--- config.mk ---
export PLATFORM = sky130hd
export DESIGN_NAME = im_loader
export DESIGN_NICKNAME = d
export VERILOG_FILES = /design/src/rtl/im_loader.sv
export SDC_FILE = /design/constraint.sdc
export NUM_CORES = 1
export LEC_CHECK = 0
export CORE_ASPECT_RATIO = 1.1
export CORE_MARGIN = 10
export CORE_UTILIZATION = 55
export CTS_CLUSTER_DIAMETER = 60
export DETAILED_ROUTE_END_ITERATION = 6
export HOLD_SLACK_MARGIN = 0.03
export PLACE_DENSITY = 0.8
export SETUP_SLACK_MARGIN = 0.2
export SLEW_MARGIN = 20
export SYNTH_ARGS = -nofsm -noshare
export SYNTH_HDL_FRONTEND = slang
export SYNTH_SLANG_ARGS = --single-unit
--- constraint.sdc ---
create_clock -name clk -period 2.09 [get_ports clk]
set_input_delay 0.209 -clock clk [delete_from_list [all_inputs] [get_ports clk]]
set_output_delay 0.209 -clock clk [all_outputs]
set_load 0.05 [all_outputs]
--- src/rtl/im_loader.sv ---
// im_loader: streams a length-prefixed, big-endian byte frame from a host into
// instruction memory while holding the processor in reset.
// Optional feature: define IM_LOADER_CHECKSUM_EN to append an XOR checksum
// byte to every frame (CHK state); undefined, the last write goes to DONE.
module im_loader #(
  parameter int ADDR_W = 10
) (
  input  logic              clk,
  input  logic              rst,
  input  logic              start,
  input  logic              byte_valid,
  input  logic [7:0]        byte_data,
  output logic              byte_ready,
  output logic              im_we,
  output logic [ADDR_W-1:0] im_addr,
  output logic [31:0]       im_wdata,
  output logic              cpu_rst,
  output logic              done,
  output logic              err
);

  typedef enum logic [2:0] {
    S_IDLE,
    S_LEN_HI,
    S_LEN_LO,
    S_DATA,
    S_WRITE,
`ifdef IM_LOADER_CHECKSUM_EN
    S_CHK,
`endif
    S_DONE,
    S_ERR
  } state_t;

  // Largest legal word count: the whole memory.
  localparam logic [16:0] MAX_N = 17'(1) << ADDR_W;

  state_t            state_q, state_d;
  logic [7:0]        len_hi_q, len_hi_d;
  logic [15:0]       n_q, n_d;
  logic [ADDR_W:0]   idx_q, idx_d;     // one extra bit so idx can reach N = 2**ADDR_W
  logic [23:0]       word_q, word_d;   // first three bytes of the word in flight
  logic [1:0]        bcnt_q, bcnt_d;
  logic [ADDR_W-1:0] addr_q, addr_d;
  logic [31:0]       wdata_q, wdata_d;
`ifdef IM_LOADER_CHECKSUM_EN
  logic [7:0]        csum_q, csum_d;
`endif

  logic            xfer;
  logic [15:0]     n_len;
  logic [ADDR_W:0] idx_inc;
  state_t          st_fin;           // where a complete (or empty) frame goes next

  assign xfer    = byte_valid && byte_ready;
  assign n_len   = {len_hi_q, byte_data};
  assign idx_inc = idx_q + 1'b1;
`ifdef IM_LOADER_CHECKSUM_EN
  assign st_fin  = S_CHK;
`else
  assign st_fin  = S_DONE;
`endif

  // Status and handshake outputs decode directly from the state register.
  always_comb begin
    byte_ready = 1'b0;
    unique case (state_q)
      S_LEN_HI, S_LEN_LO, S_DATA: byte_ready = 1'b1;
`ifdef IM_LOADER_CHECKSUM_EN
      S_CHK:                      byte_ready = 1'b1;
`endif
      default:                    byte_ready = 1'b0;
    endcase
  end

  assign im_we    = (state_q == S_WRITE);
  assign im_addr  = addr_q;
  assign im_wdata = wdata_q;
  assign cpu_rst  = (state_q != S_DONE);
  assign done     = (state_q == S_DONE);
  assign err      = (state_q == S_ERR);

  // Next-state and datapath updates.
  always_comb begin
    state_d  = state_q;
    len_hi_d = len_hi_q;
    n_d      = n_q;
    idx_d    = idx_q;
    word_d   = word_q;
    bcnt_d   = bcnt_q;
    addr_d   = addr_q;
    wdata_d  = wdata_q;
`ifdef IM_LOADER_CHECKSUM_EN
    csum_d   = csum_q;
`endif
    unique case (state_q)
      S_IDLE, S_DONE, S_ERR: begin
        if (start) begin
          state_d = S_LEN_HI;
          idx_d   = '0;
          bcnt_d  = '0;
`ifdef IM_LOADER_CHECKSUM_EN
          csum_d  = '0;
`endif
        end
      end
      S_LEN_HI: begin
        if (xfer) begin
          len_hi_d = byte_data;
          state_d  = S_LEN_LO;
        end
      end
      S_LEN_LO: begin
        if (xfer) begin
          n_d = n_len;
          if (n_len == 16'd0)                state_d = st_fin;
          else if ({1'b0, n_len} > MAX_N)    state_d = S_ERR;
          else                               state_d = S_DATA;
        end
      end
      S_DATA: begin
        if (xfer) begin
          word_d = {word_q[15:0], byte_data};
          bcnt_d = bcnt_q + 2'd1;
`ifdef IM_LOADER_CHECKSUM_EN
          csum_d = csum_q ^ byte_data;
`endif
          // Fourth byte: latch the full word so the write happens next cycle.
          if (bcnt_q == 2'd3) begin
            addr_d  = idx_q[ADDR_W-1:0];
            wdata_d = {word_q, byte_data};
            state_d = S_WRITE;
          end
        end
      end
      S_WRITE: begin
        idx_d = idx_inc;
        if (32'(idx_inc) == 32'(n_q)) state_d = st_fin;
        else                          state_d = S_DATA;
      end
`ifdef IM_LOADER_CHECKSUM_EN
      S_CHK: begin
        if (xfer) state_d = (byte_data == csum_q) ? S_DONE : S_ERR;
      end
`endif
      default: state_d = S_IDLE;
    endcase
  end

  // State and datapath registers with synchronous reset.
  always_ff @(posedge clk) begin
    if (rst) begin
      state_q  <= S_IDLE;
      len_hi_q <= '0;
      n_q      <= '0;
      idx_q    <= '0;
      word_q   <= '0;
      bcnt_q   <= '0;
      addr_q   <= '0;
      wdata_q  <= '0;
`ifdef IM_LOADER_CHECKSUM_EN
      csum_q   <= '0;
`endif
    end else begin
      state_q  <= state_d;
      len_hi_q <= len_hi_d;
      n_q      <= n_d;
      idx_q    <= idx_d;
      word_q   <= word_d;
      bcnt_q   <= bcnt_d;
      addr_q   <= addr_d;
      wdata_q  <= wdata_d;
`ifdef IM_LOADER_CHECKSUM_EN
      csum_q   <= csum_d;
`endif
    end
  end

endmodule
Yosys cells after proc, flatten, opt, wreduce, memory -nomap -nowiden
Index checks and enable logic that the tools add are counted.
Word-level totals
  flip-flop bits (word level): 106
  bits of input ports: 12
  output and inout bits: 47
  logic and storage cells: 54
Operators by class
  $add $sub $neg: 2
  $lt $le $gt $ge: 1
  eq/ne operators: 14
  muxes and demuxes: 15
  reductions and logical operators: 14
Operators by type and width (count)
  2-to-1 mux 3 bit: 8
  case mux 11 bit (2 select lines): 1
  equality test 11 x 16 -> 1 bit: 1
  > comparator 16 x 11 -> 1 bit, second input constant: 1
  logical NOT 16 bit: 1
  case mux 3 bit (5 select lines): 1
  adder 11 x 1 -> 11 bit, second input constant: 1
  2-to-1 mux 11 bit: 1
  != test 2 bit, second input constant: 5
  equality test 3 bit, second input constant: 3
  AND reduction 2 bit: 4
  equality test 3 x 2 -> 1 bit, second input constant: 2
  AND reduction 3 bit: 2
  OR reduction 3 bit: 2
  AND reduction 5 bit: 1
  2-to-1 mux 2 bit: 2
  case mux 2 bit (2 select lines): 1
  nonzero test 2 bit: 2
  equality test 3 x 1 -> 1 bit, second input constant: 1
  logical NOT 3 bit: 1
  != test 3 bit, second input constant: 1
  adder 2 x 1 -> 2 bit, second input constant: 1
  equality test 2 bit, second input constant: 1
  logical AND 1 bit: 1
  2-to-1 mux 1 bit: 1

Logic depth before layout (Yosys ltp)
  depth after elaboration: 6
  depth in mapped cells: 9
  gate-level depth less buffers: 7

Worst setup path before layout
Ideal clock, no wire load.
  path type: flip-flop to flip-flop
  from: reg state_q[0]
  to: reg state_q[0]
  setup time: 0.086 ns
  data arrival time: 1.876 ns
  data required time: 2.004 ns
  slack: 0.129 ns
  cell stages (with the launch flop): 8
  path buffers: 1
  clock period less this slack: 1.961 ns
  path through: dfxtp_1 -> buf_6 -> nor2_1 -> nor2_1 -> a21oi_2 -> a2bb2oi_1 -> o21ai_0 -> a211oi_1
Between the ends
  longest elaborated chain between the ends: 6
  elaborated cells on any way between the ends: 18
  those cells by class: eq/ne: 11; mux: 2; reduce/logical: 5
RTL lines
  start: declaration: line 38  | state_t state_q, state_d;
  start signal: assignment: line 165  | state_q <= state_d;
  equality test 3 x 2 -> 1 bit / equality test 3 x 1 -> 1 bit (equally long branches): line 67  | unique case (state_q)
  OR reduction 3 bit (*): line 67
  2-to-1 mux 1 bit (*): line 67
  named net byte_ready: line 13  | output logic byte_ready,
  logical AND 1 bit (*): line 55  | assign xfer = byte_valid && byte_ready;
  != test 2 bit (no line)
  AND reduction 5 bit (no line) (*)
The timed path passes the listed nets; every way through them passes the cells marked *.
A chain may end at the register's enable or synchronous reset.

Final worst setup path
  from: reg idx_q[0]
  to: reg state_q[2]
Between the ends
  longest elaborated chain between the ends: 4
RTL lines
  start: declaration: line 41  | logic [ADDR_W:0] idx_q, idx_d;
  start signal: assignment: line 168  | idx_q <= idx_d;
  adder 11 x 1 -> 11 bit: line 57  | assign idx_inc = idx_q + 1'b1;
  equality test 11 x 16 -> 1 bit: line 138  | if (32'(idx_inc) == 32'(n_q)) state_d = st_fin;
  2-to-1 mux 3 bit: line 138
  case mux 3 bit (5 select lines): line 96  | unique case (state_q)
Every way passes these cells.

==> results.txt <==
later-pin clock latency in the skew report -> 390 ps
Worst Reg2Reg Path Length in Cells -> 7
Seq/Total Area, Yosys -> 0.478
post-CTS setup buffer count -> 0
maximum clock frequency -> 541 MHz
Num CTS Buffers -> 9
hold crit path type -> in -> reg
Port Buffers -> 58
Die X -> 106 µm
ANT cells -> 0
worst path cell trace -> ha_2 -> nor3b_1 -> o21a_1 -> o31ai_1 -> a31oi_1 -> nand4_1 -> o31ai_1
fin crit period -> 1850 ps
die height -> 114 µm
CP arrival -> 2140 ps
number of synthesis warnings -> 0
slowest CP cell -> dfxtp_2
clk_skew -> 14.0 ps
number of hold buffers added after cts -> 0
hold depth -> 2
Post-CTS Resized -> 7
worst-margin pin slew -> 546 ps
Congestion Overflow GR -> 0
cell count after synthesis -> 578
Max Slew Vio Count -> 0
top_reg_cell synth -> dfxtp_1
Power Density -> 804 nW/µm²
layout cells sized above 1 -> 0.0916
Sum Neg Setup Slack -> 0 ps
post-synthesis mux area share -> 0
most frequent cells in the layout -> 193 x nand2_1, 103 x a21oi_1, 98 x dfxtp_1, 52 x clkdlybuf4s50_1, 25 x nor2_1
num ports -> 59
HPWL Detailed -> 7.74 mm
post-route antenna net violation count -> 0
leak pwr -> 1.80 nW
Top delay family on crit path -> compound AO/OA/AOI/OAI gates
Max Buffers Root-to-Sink -> 2
initial antenna violation count -> 0
required time of the worst setup path -> 2380 ps
DIE AREA -> 12100 µm²
Fillers -> 676
RSZ-0062 raised after global routing -> yes
XOR/XNOR Fraction of Synth Area -> 0.0296
vias in the first global route -> 3820
most common cell after layout, fill and taps aside -> nand2_1
ys async rst share -> 0
Yosys cell types -> 48
Design Area, Final -> 5320 µm²
status -> finished, final reports clean
global-route wire length before repair -> 18.2 mm
post-synthesis compound-gate area fraction -> 0.173
Mapped Area -> 4440 µm²
Final Hold Fails -> 0
effective utilization at floorplan -> 0.564
gpl congestion -> 0.858
Clock Sinks -> 106
Post-Synth Adder-Cell Area -> 0.00564
via count -> 4042
Worst setup SP type -> register
Root Driver -> clkbuf_8
Post-Synth Simple-Gate Area -> 0.256
post-synth net total -> 592
Std-Cell Rows -> 34
H-tree levels -> 3
Avg WL per Cell -> 14.9 µm
slowest stage delay, CP -> 430 ps
final net count -> 631
Synth-to-Final Area Change -> 19.9%
combinational family with the most area after synthesis -> simple AND/OR/NAND/NOR gates
Rel. slew slack -> 0.636
Total Routing Usage GR -> 0.181
VDD IR max -> 0.614 mV
synthesis-stage register bit count -> 106
Finished Core Util -> 0.676
final setup fails -> 0
Initial DRT Pass Iterations -> 4
number of synthesized flops with an enable pin -> 0
largest net degree at the start of global routing -> 52
Avg Synthesized Cell Area -> 7.68 µm²
Final Cycle Share -> 0.884
Worst Path Buf+Inv -> 0
CTS tree -> yes
Worst setup EP type -> register
hold_sp -> rst
Worst path depth -> 7
# DRC -> 0
area post-placement -> 5070 µm²
CORE AREA -> 7870 µm²
final hold slack -> 298 ps
Critical Path Source -> idx_q[0]$_SDFFE_PP0P_
most frequent CP cell -> o31ai_1
clk slew on worst S/H paths -> 110 ps
Critical R2R Launch -> idx_q[0]$_SDFFE_PP0P_
max_cap viols -> 0
initial DRC count -> 264
number of vias per cell -> 5.54
Crit Path Category -> reg -> reg
crit-path max FO -> 8
drt total wl -> 10.9 mm
## metal layers
layer	vias to the layer above	GRT usage	routed length, µm
met1	1895	0.226	4690
met3	16	0.0495	807
met4	0	0.0560	181
met2	127	0.296	5230
li1	2004	-	-
met5	-	0	0
## report_power, final
group	internal, mW	total (mW)	leakage, nW	switching [mW]
clock network	0.490	1.30	0.107	0.813
logic	0.268	0.776	0.830	0.508
registers	2.09	2.19	0.858	0.0993
## cell families (layout without fill, tap and decap cells)
| family | Yosys count | in the layout |
|---|---|---|
| AO/OA/AOI/OAI | 139 | 139 |
| XOR/XNOR | 15 | 15 |
| adder cells (fa/ha/maj) | 2 | 2 |
| buffers and inverters | 48 | 92 |
| flip-flops | 106 | 106 |
| AND/OR/NAND/NOR | 268 | 268 |
## cell type report
cell class	count	area, µm²	share of cell area
repair buffers	70	731	0.137
inverters	6	22.5	0.00424
well taps	108	135	0.0254
multi-input cells	424	2080	0.391
clock buffers	9	124	0.0233
clock inverters	7	93.8	0.0176
flip-flops and latches	106	2130	0.401
## cell usage after synthesis (all sizes together), types with 3 or more instances
| cell type | count | area (µm²) |
|---|---|---|
| xor2 | 7 | 61.3 |
| buf | 19 | 146 |
| clkbuf | 23 | 87.6 |
| nand4 | 4 | 25.0 |
| or3 | 4 | 26.3 |
| nand3 | 9 | 50.1 |
| nor2 | 28 | 113 |
| nor2b | 5 | 31.3 |
| nand2 | 195 | 734 |
| dfxtp | 106 | 2120 |
| inv | 6 | 22.5 |
| and3 | 5 | 31.3 |
| o21ai | 13 | 65.1 |
| nor4 | 4 | 25.0 |
| a31oi | 3 | 18.8 |
| a211oi | 3 | 22.5 |
| a21oi | 104 | 524 |
| xnor2 | 8 | 70.1 |
| nor3 | 6 | 35.0 |
## per-stage QoR
stage                     setup slack (ps)  instances  power (mW)
after floorplan                        129        578        2.78
after global placement                 212        714        2.97
after detailed placement               174        714        2.99
after CTS                              157        730        4.27
after global routing                   183        730        4.47
final                                  243        730        4.27
## sequential cells by signal (all words and copies together), names as in the netlist
register	cells
bcnt_q	2
idx_q	11
im_addr	10
im_wdata	32
len_hi_q	8
n_q	16
state_q	3
word_q	24
## worst paths after layout
| kind | endpoint | slack, ps |
|---|---|---|
| max | state_q[2]$_SDFFE_PP0P_ | 240 |
| min | word_q[12]$_SDFFE_PP0P_ | 300 |
| max reg2reg | state_q[2]$_SDFFE_PP0P_ | 240 |
| min reg2reg | im_wdata[31]$_SDFFE_PP0P_ | 460 |
Note: power is estimated with default switching activity, not from simulation.
